**config.mk**
```make
export PLATFORM = sky130hd
export DESIGN_NAME = mem_port_arbiter
export DESIGN_NICKNAME = d
export VERILOG_FILES = /design/src/rtl/mem_port_arbiter_pkg.sv /design/src/rtl/mem_port_arbiter_starve_cnt.sv /design/src/rtl/mem_port_arbiter.sv
export SDC_FILE = /design/constraint.sdc
export NUM_CORES = 1
export LEC_CHECK = 0
export CORE_MARGIN = 4
export CORE_UTILIZATION = 35
export DETAILED_ROUTE_END_ITERATION = 16
export GPL_TIMING_DRIVEN = 0
export PLACE_DENSITY = 0.72
export SETUP_SLACK_MARGIN = 0.05
export SYNTH_ARGS = -nofsm -noshare
export SYNTH_HDL_FRONTEND = slang
export SYNTH_SLANG_ARGS = --single-unit
```
**constraint.sdc**
```tcl
create_clock -name clk -period 5.2 [get_ports clk]
set_input_delay 1.04 -clock clk [delete_from_list [all_inputs] [get_ports clk]]
set_output_delay 1.04 -clock clk [all_outputs]
set_load 0.02 [all_outputs]
```
**src/rtl/mem_port_arbiter_pkg.sv**
```systemverilog
// Shared types for the fetch/data memory port arbiter.
package mem_port_arbiter_pkg;

    typedef enum logic [1:0] {
        IDLE,
        ACCESS,
        RESP
    } state_e;

    typedef enum logic {
        REQ_IF,
        REQ_DM
    } req_id_e;

    localparam int DEF_STARVE_LIMIT = 4;

endpackage

```
**src/rtl/mem_port_arbiter_starve_cnt.sv**
```systemverilog
// Saturating count of consecutive fetch losses; at_limit lets fetch win the next arbitration.
module arb_starve_cnt #(
    parameter int LIMIT = 4
) (
    input  logic clk,
    input  logic reset,
    input  logic inc,
    input  logic clr,
    output logic at_limit
);

    localparam int CW = $clog2(LIMIT + 1);
    localparam logic [CW-1:0] LIM = CW'(LIMIT);

    logic [CW-1:0] r_cnt;

    always_ff @(posedge clk or posedge reset) begin
        if (reset) begin
            r_cnt <= '0;
        end else if (clr) begin
            r_cnt <= '0;
        end else if (inc && (r_cnt != LIM)) begin
            r_cnt <= r_cnt + 1'b1;
        end
    end

    assign at_limit = (r_cnt == LIM);

endmodule

```
**src/rtl/mem_port_arbiter.sv**
```systemverilog
// Arbitrates instruction fetch and data accesses onto one memory port with a fixed
// IDLE -> ACCESS -> RESP cycle; data wins unless fetch has lost STARVE_LIMIT times in a row.
module mem_port_arbiter
    import mem_port_arbiter_pkg::*;
#(
    parameter int STARVE_LIMIT = DEF_STARVE_LIMIT,
    parameter int W            = 32
) (
    input  logic         clk,
    input  logic         reset,
    input  logic         if_req,
    input  logic [W-1:0] if_addr,
    output logic         if_ack,
    output logic [W-1:0] if_rdata,
    input  logic         dm_req,
    input  logic         dm_we,
    input  logic [W-1:0] dm_addr,
    input  logic [W-1:0] dm_wdata,
    output logic         dm_ack,
    output logic [W-1:0] dm_rdata,
    output logic         err,
    output logic [W-1:0] mem_addr,
    output logic [W-1:0] mem_wdata,
    output logic         mem_read,
    output logic         mem_write,
    input  logic [W-1:0] mem_rdata
);

    state_e         r_state;
    state_e         w_next;
    req_id_e        r_win;
    req_id_e        w_win;
    logic [W-1:0]   r_addr;
    logic [W-1:0]   r_wdata;
    logic           r_we;
    logic [W-1:0]   r_if_rdata;
    logic [W-1:0]   r_dm_rdata;
    logic [W-1:0]   w_rdata;
    logic           w_grant;
    logic           w_at_limit;
    logic           w_unal;
    logic           w_inc;
    logic           w_clr;

    assign w_win   = (dm_req && !(w_at_limit && if_req)) ? REQ_DM : REQ_IF;
    assign w_grant = (r_state == IDLE) && (if_req || dm_req);
    assign w_unal  = |r_addr[1:0];

    // A sampled if_req=0 in IDLE breaks the losing streak even with no grant.
    assign w_inc = w_grant && (w_win == REQ_DM) && if_req;
    assign w_clr = (r_state == IDLE) && (!if_req || (w_win == REQ_IF));

    arb_starve_cnt #(
        .LIMIT (STARVE_LIMIT)
    ) u_starve (
        .clk      (clk),
        .reset    (reset),
        .inc      (w_inc),
        .clr      (w_clr),
        .at_limit (w_at_limit)
    );

    always_ff @(posedge clk or posedge reset) begin
        if (reset) begin
            r_state <= IDLE;
        end else begin
            r_state <= w_next;
        end
    end

    always_comb begin
        w_next = r_state;
        case (r_state)
            IDLE:    if (if_req || dm_req) w_next = ACCESS;
            ACCESS:  w_next = RESP;
            RESP:    w_next = IDLE;
            default: w_next = IDLE;
        endcase
    end

    always_ff @(posedge clk or posedge reset) begin
        if (reset) begin
            r_win   <= REQ_IF;
            r_addr  <= '0;
            r_wdata <= '0;
            r_we    <= 1'b0;
        end else if (w_grant) begin
            r_win   <= w_win;
            r_addr  <= (w_win == REQ_DM) ? dm_addr  : if_addr;
            r_wdata <= (w_win == REQ_DM) ? dm_wdata : '0;
            r_we    <= (w_win == REQ_DM) ? dm_we    : 1'b0;
        end
    end

    // Stores and suppressed (unaligned) accesses return zero data.
    assign w_rdata = (r_we || w_unal) ? '0 : mem_rdata;

    always_ff @(posedge clk or posedge reset) begin
        if (reset) begin
            r_if_rdata <= '0;
            r_dm_rdata <= '0;
        end else if (r_state == ACCESS) begin
            if (r_win == REQ_IF) r_if_rdata <= w_rdata;
            else                 r_dm_rdata <= w_rdata;
        end
    end

    // reset gates the write strobe directly so an in-flight store cannot land.
    assign mem_read  = (r_state == ACCESS) && !r_we && !w_unal;
    assign mem_write = (r_state == ACCESS) && r_we && !w_unal && !reset;
    assign mem_addr  = r_addr;
    assign mem_wdata = r_wdata;

    assign if_ack   = (r_state == RESP) && (r_win == REQ_IF);
    assign dm_ack   = (r_state == RESP) && (r_win == REQ_DM);
    assign err      = (r_state == RESP) && w_unal;
    assign if_rdata = r_if_rdata;
    assign dm_rdata = r_dm_rdata;

endmodule

```
---- Word level (Yosys, flattened, before mapping) ----
Cells that the tools add are included.
word-level totals
  register bits ........................... 135
  input port bits ......................... 133
  output and inout port bits .............. 133
  word-level logic and storage cells ...... 53
operators by class
  $add $sub $neg .......................... 1
  equality and inequality tests ........... 5
  muxes and demuxes ....................... 9
  bitwise operators ....................... 2
  reductions and logical operators ........ 28
operators by type and width
  kind                                                                    number
  32-bit 2-to-1 mux                                                       3
  1-bit logical AND                                                       15
  3-bit 2-to-1 mux                                                        2
  1-bit zero test                                                         5
  2-bit one-hot mux with 2 select lines                                   1
  2-bit AND reduction                                                     2
  3-bit by 1-bit adder with 3-bit output (second input constant)          1
  3-bit equality test (second input constant)                             1
  1-bit logical OR                                                        3
  3-bit != test (second input constant)                                   1
  2-bit by 1-bit equality test with 1-bit output (second input constant)  1
  2-bit equality test (second input constant)                             1
  2-bit zero test                                                         1
  1-bit 2-to-1 mux                                                        2
  2-bit 2-to-1 mux                                                        1
  2-bit by 1-bit != test with 1-bit output (second input constant)        1
  1-bit NOT                                                               2
  2-bit nonzero test                                                      1
  2-bit OR reduction                                                      1

---- Longest topological paths before layout ----
  word-level depth ........................ 10
  gate-level depth with buffers ........... 7
  mapped depth without buffers ............ 5

---- Modules after synthesis ----
Synthesis repeated with hierarchy kept, for this count alone.
second synthesis, totals
  cell total of the unflattened synthesis .. 460
  area total of the unflattened synthesis .. 5724.2 um2
by module, submodules not included
  module            times used  cells each  area each (um2)  sequential area each (um2)
  mem_port_arbiter  1           441         5522.8           3303.2
  arb_starve_cnt    1           19          201.4            75.1

---- Worst setup path after synthesis ----
OpenSTA, ideal clock, no wires.
  kind .................................... in2out
  from .................................... input reset
  to ...................................... output mem_write
  data arrival time ....................... 4518 ps
  required time ........................... 4160 ps
  path slack .............................. -358 ps
  stages .................................. 2
  path buffers ............................ 0
  cells stage by stage .................... inv_1 -> and4_1
on the way
  longest elaborated chain between the ends .. 2
RTL lines
  item               RTL line                 RTL
  start, declared    mem_port_arbiter.sv:10   input logic reset,
  1-bit zero test    mem_port_arbiter.sv:110  assign mem_write = (r_state == ACCESS) && r_we && !w_unal && !reset;
  1-bit logical AND  mem_port_arbiter.sv:110
  end, declared      mem_port_arbiter.sv:25   output logic mem_write,
No other way between the ends.

---- Final worst setup path ----
Ends and elaborated chain as after synthesis.

==> results.cfg <==
[sta]
period_share_pct = 81.2
hold_slack_ns = 0.478
fin_crit_ns = 4.22
rsz0062_at_grt = no
fin_tns_setup_ns = 0
finClkSkew_ns = 0.00725
setup_viol = 0
max_freq_ghz = 0.237
worst_slew_pin_slew_ns = 0.516
setup_slack_ns = 0.977
hold_viol = 0
max_slew_margin_pct = 65.6
maxSlewViolCount = 0

[route]
postRouteWirelength_um = 20100
wire_per_inst_um = 18.2
wl_met1_um = 8160
drtIter0Drc = 264
routed_via_density = 5.21
firstDrtPassIters = 5
wl_met2_um = 9750
route.detailed.drc = 0
route.met3.wl_um = 1800
top_layer = met5
postRouteAntennaNets = 0
vias = 5754

[hold_path]
worstHoldStart = dm_rdata[20]
hold_path_class = reg2reg
hold_path_end = dm_rdata[20]
holdPathStages = 2

[floorplan]
coreArea_sq_mm = 0.0165
start_util_pct = 35.5
chipHeight_um = 138
die_x_um = 138
die_area_sq_mm = 0.0189
num_rows = 47
pin_count = 266

[finish]
final_cell_mix = 265 x clkdlybuf4s50_1, 135 x dfrtp_1, 99 x nand2_1
mostFrequentLayoutCell = clkdlybuf4s50_1
stdcell_count = 1105
final_util_pct = 57.5
area_growth_pct = 61.7
nets = 1008
layout-drive-gt1-share_pct = 8.82

[critical_path]
critical_path_required_ns = 4.16
arrival_ns = 3.18
r2r_start = u_starve.r_cnt[0]
endpoint_kind = primary output
r2r_setup_slack_ns = 3.45
r2r_end = mem_wdata[18]
worstSetupPathType = in2out
critPathMaxStageDelay_ns = 0.55
crit_path_cell_trace = clkdlybuf4s50_1, clkinvlp_4, buf_12, buf_12, and4_1, clkdlybuf4s50_1
ff2ff_path_depth = 6
setup.worst_path.start_class = primary input
worst_path_max_delay_cell = clkdlybuf4s50_1
path_max_fanout = 41

[clocking]
cts_buffer_depth = 2
cts_root_buf = clkbuf_16
clk_latency_ns = 0.42
tritoncts = yes
cts-resized-gates = 0
cts_buffers = 17
cts.sinks = 135
h-tree-depth = 4
clkSlewWorstSetupHoldPaths_ns = 0.06
cts-hold-fix-buffers = 0
cts_setup_buffers = 0

[placement]
place_ws_ns = 0.911
finalWeightedCongestion = 0.858
dp.cells = 1074
dpl.hpwl_um = 15000
io_buffers = 265

[logic_synthesis]
ys_warn_count = 0
ys_seq_area_share_pct = 57.5
netlist_instances = 585
synthDistinctLibCells = 29
syn_area_per_cell_sq_um = 10.0
yosys_register_bits = 135
synth_nets = 720
syn_area_sq_mm = 0.00587

[power]
pwr_density_cell_mw_per_mm2 = 614
leakage_nw = 3.82
peakVddDrop_uv = 266

[global_routing]
antenna_found_initial = 2
grt_max_degree = 42
grt_pass1_vias = 5888
track_usage_pct = 21.3
grt_pass1_wl_um = 31300
grt-ovfl-total = 0

[outcome]
outcome = complete, no violations

[job]
maxCapViolations = 0
-- synth_stat cells --
library cell,instances,area (sq um)
dfrtp_1,135,3380
nand2_1,99,372
o21ai_0,74,370
nand3_1,65,325
nand4_1,35,219
o2bb2ai_1,33,289
o211ai_1,32,240
clkbuf_1,25,93.8
o21ai_1,23,115
buf_2,15,75.1
buf_6,10,113
buf_4,8,60.1
inv_1,5,18.8
nor2_1,5,18.8
o21ai_2,5,43.8
and2_1,2,12.5
ha_1,2,25.0
and4_1,1,8.76
nand2_2,1,6.26
nand2b_1,1,6.26
nand3_4,1,17.5
nand3b_1,1,7.51
nor2_4,1,11.3
nor2b_1,1,6.26
nor3_2,1,10.0
nor4bb_1,1,10.0
or2_1,1,6.26
or2_2,1,6.26
or3b_1,1,8.76
-- through the flow --
| stage | total power [mW] | cell area (sq um) |
|---|---|---|
| after floorplan | 3.24 | 5880 |
| after global placement | 4.56 | 8810 |
| after detailed placement | 4.61 | 8890 |
| after CTS | 5.89 | 9490 |
| after global routing | 6.19 | 9500 |
| final | 5.83 | 9500 |
-- logic make-up after synthesis --
kind of cell | share of synthesized area [%]
adder cells (fa/ha/maj) | 0.426
AO/OA/AOI/OAI | 18.0
flip-flops | 57.5
buffers and inverters | 6.13
AND/OR/NAND/NOR | 17.9
-- worst max path at each step --
stage | startpoint | end | slack [ns] | depth (start not counted)
after floorplan | reset | mem_write | 0.50 | 2
after global placement | reset | mem_write | -1.51 | 4
after detailed placement | reset | mem_write | 0.91 | 6
after CTS | reset | mem_write | 0.92 | 6
after global routing | reset | mem_write | 0.81 | 6
final | reset | mem_write | 0.98 | 6
-- flip-flops by register name, indices dropped and copies added, names as in the netlist --
name            cells
r_win               1
r_state             2
dm_rdata           32
if_rdata           32
u_starve.r_cnt      3
mem_addr           32
r_we                1
mem_wdata          32
-- layout make-up --
type                    instances  area [sq um]
fillers                      1463          7030
flip-flops and latches        135          3380
repair buffers                269          2730
multi-input cells             387          2140
clock buffers                  17           425
plain buffers                  58           342
well taps                     220           275
clock inverters                13           183
inverters                       5          22.5
diodes                          1          2.50
-- critical path, delay by kind of cell --
family,cells,cell delay (ns)
buf+inv,5,1.92
simple gates,1,0.20
-- layer usage --
layer / vias up / track usage (%)
li1: 2696 / -
met1: 2780 / 26.3
met2: 244 / 35.4
met3: 32 / 6.32
met4: 2 / 7.26
met5: - / 0
-- report_power, final --
group / internal [mW] / total, mW / switching, mW
Combinational: 1.24 / 2.84 / 1.59
Clock: 0.795 / 1.26 / 0.461
Sequential: 1.48 / 1.74 / 0.251
Total: 3.52 / 5.83 / 2.30
No activity file was read; power rests on OpenSTA's default activity.
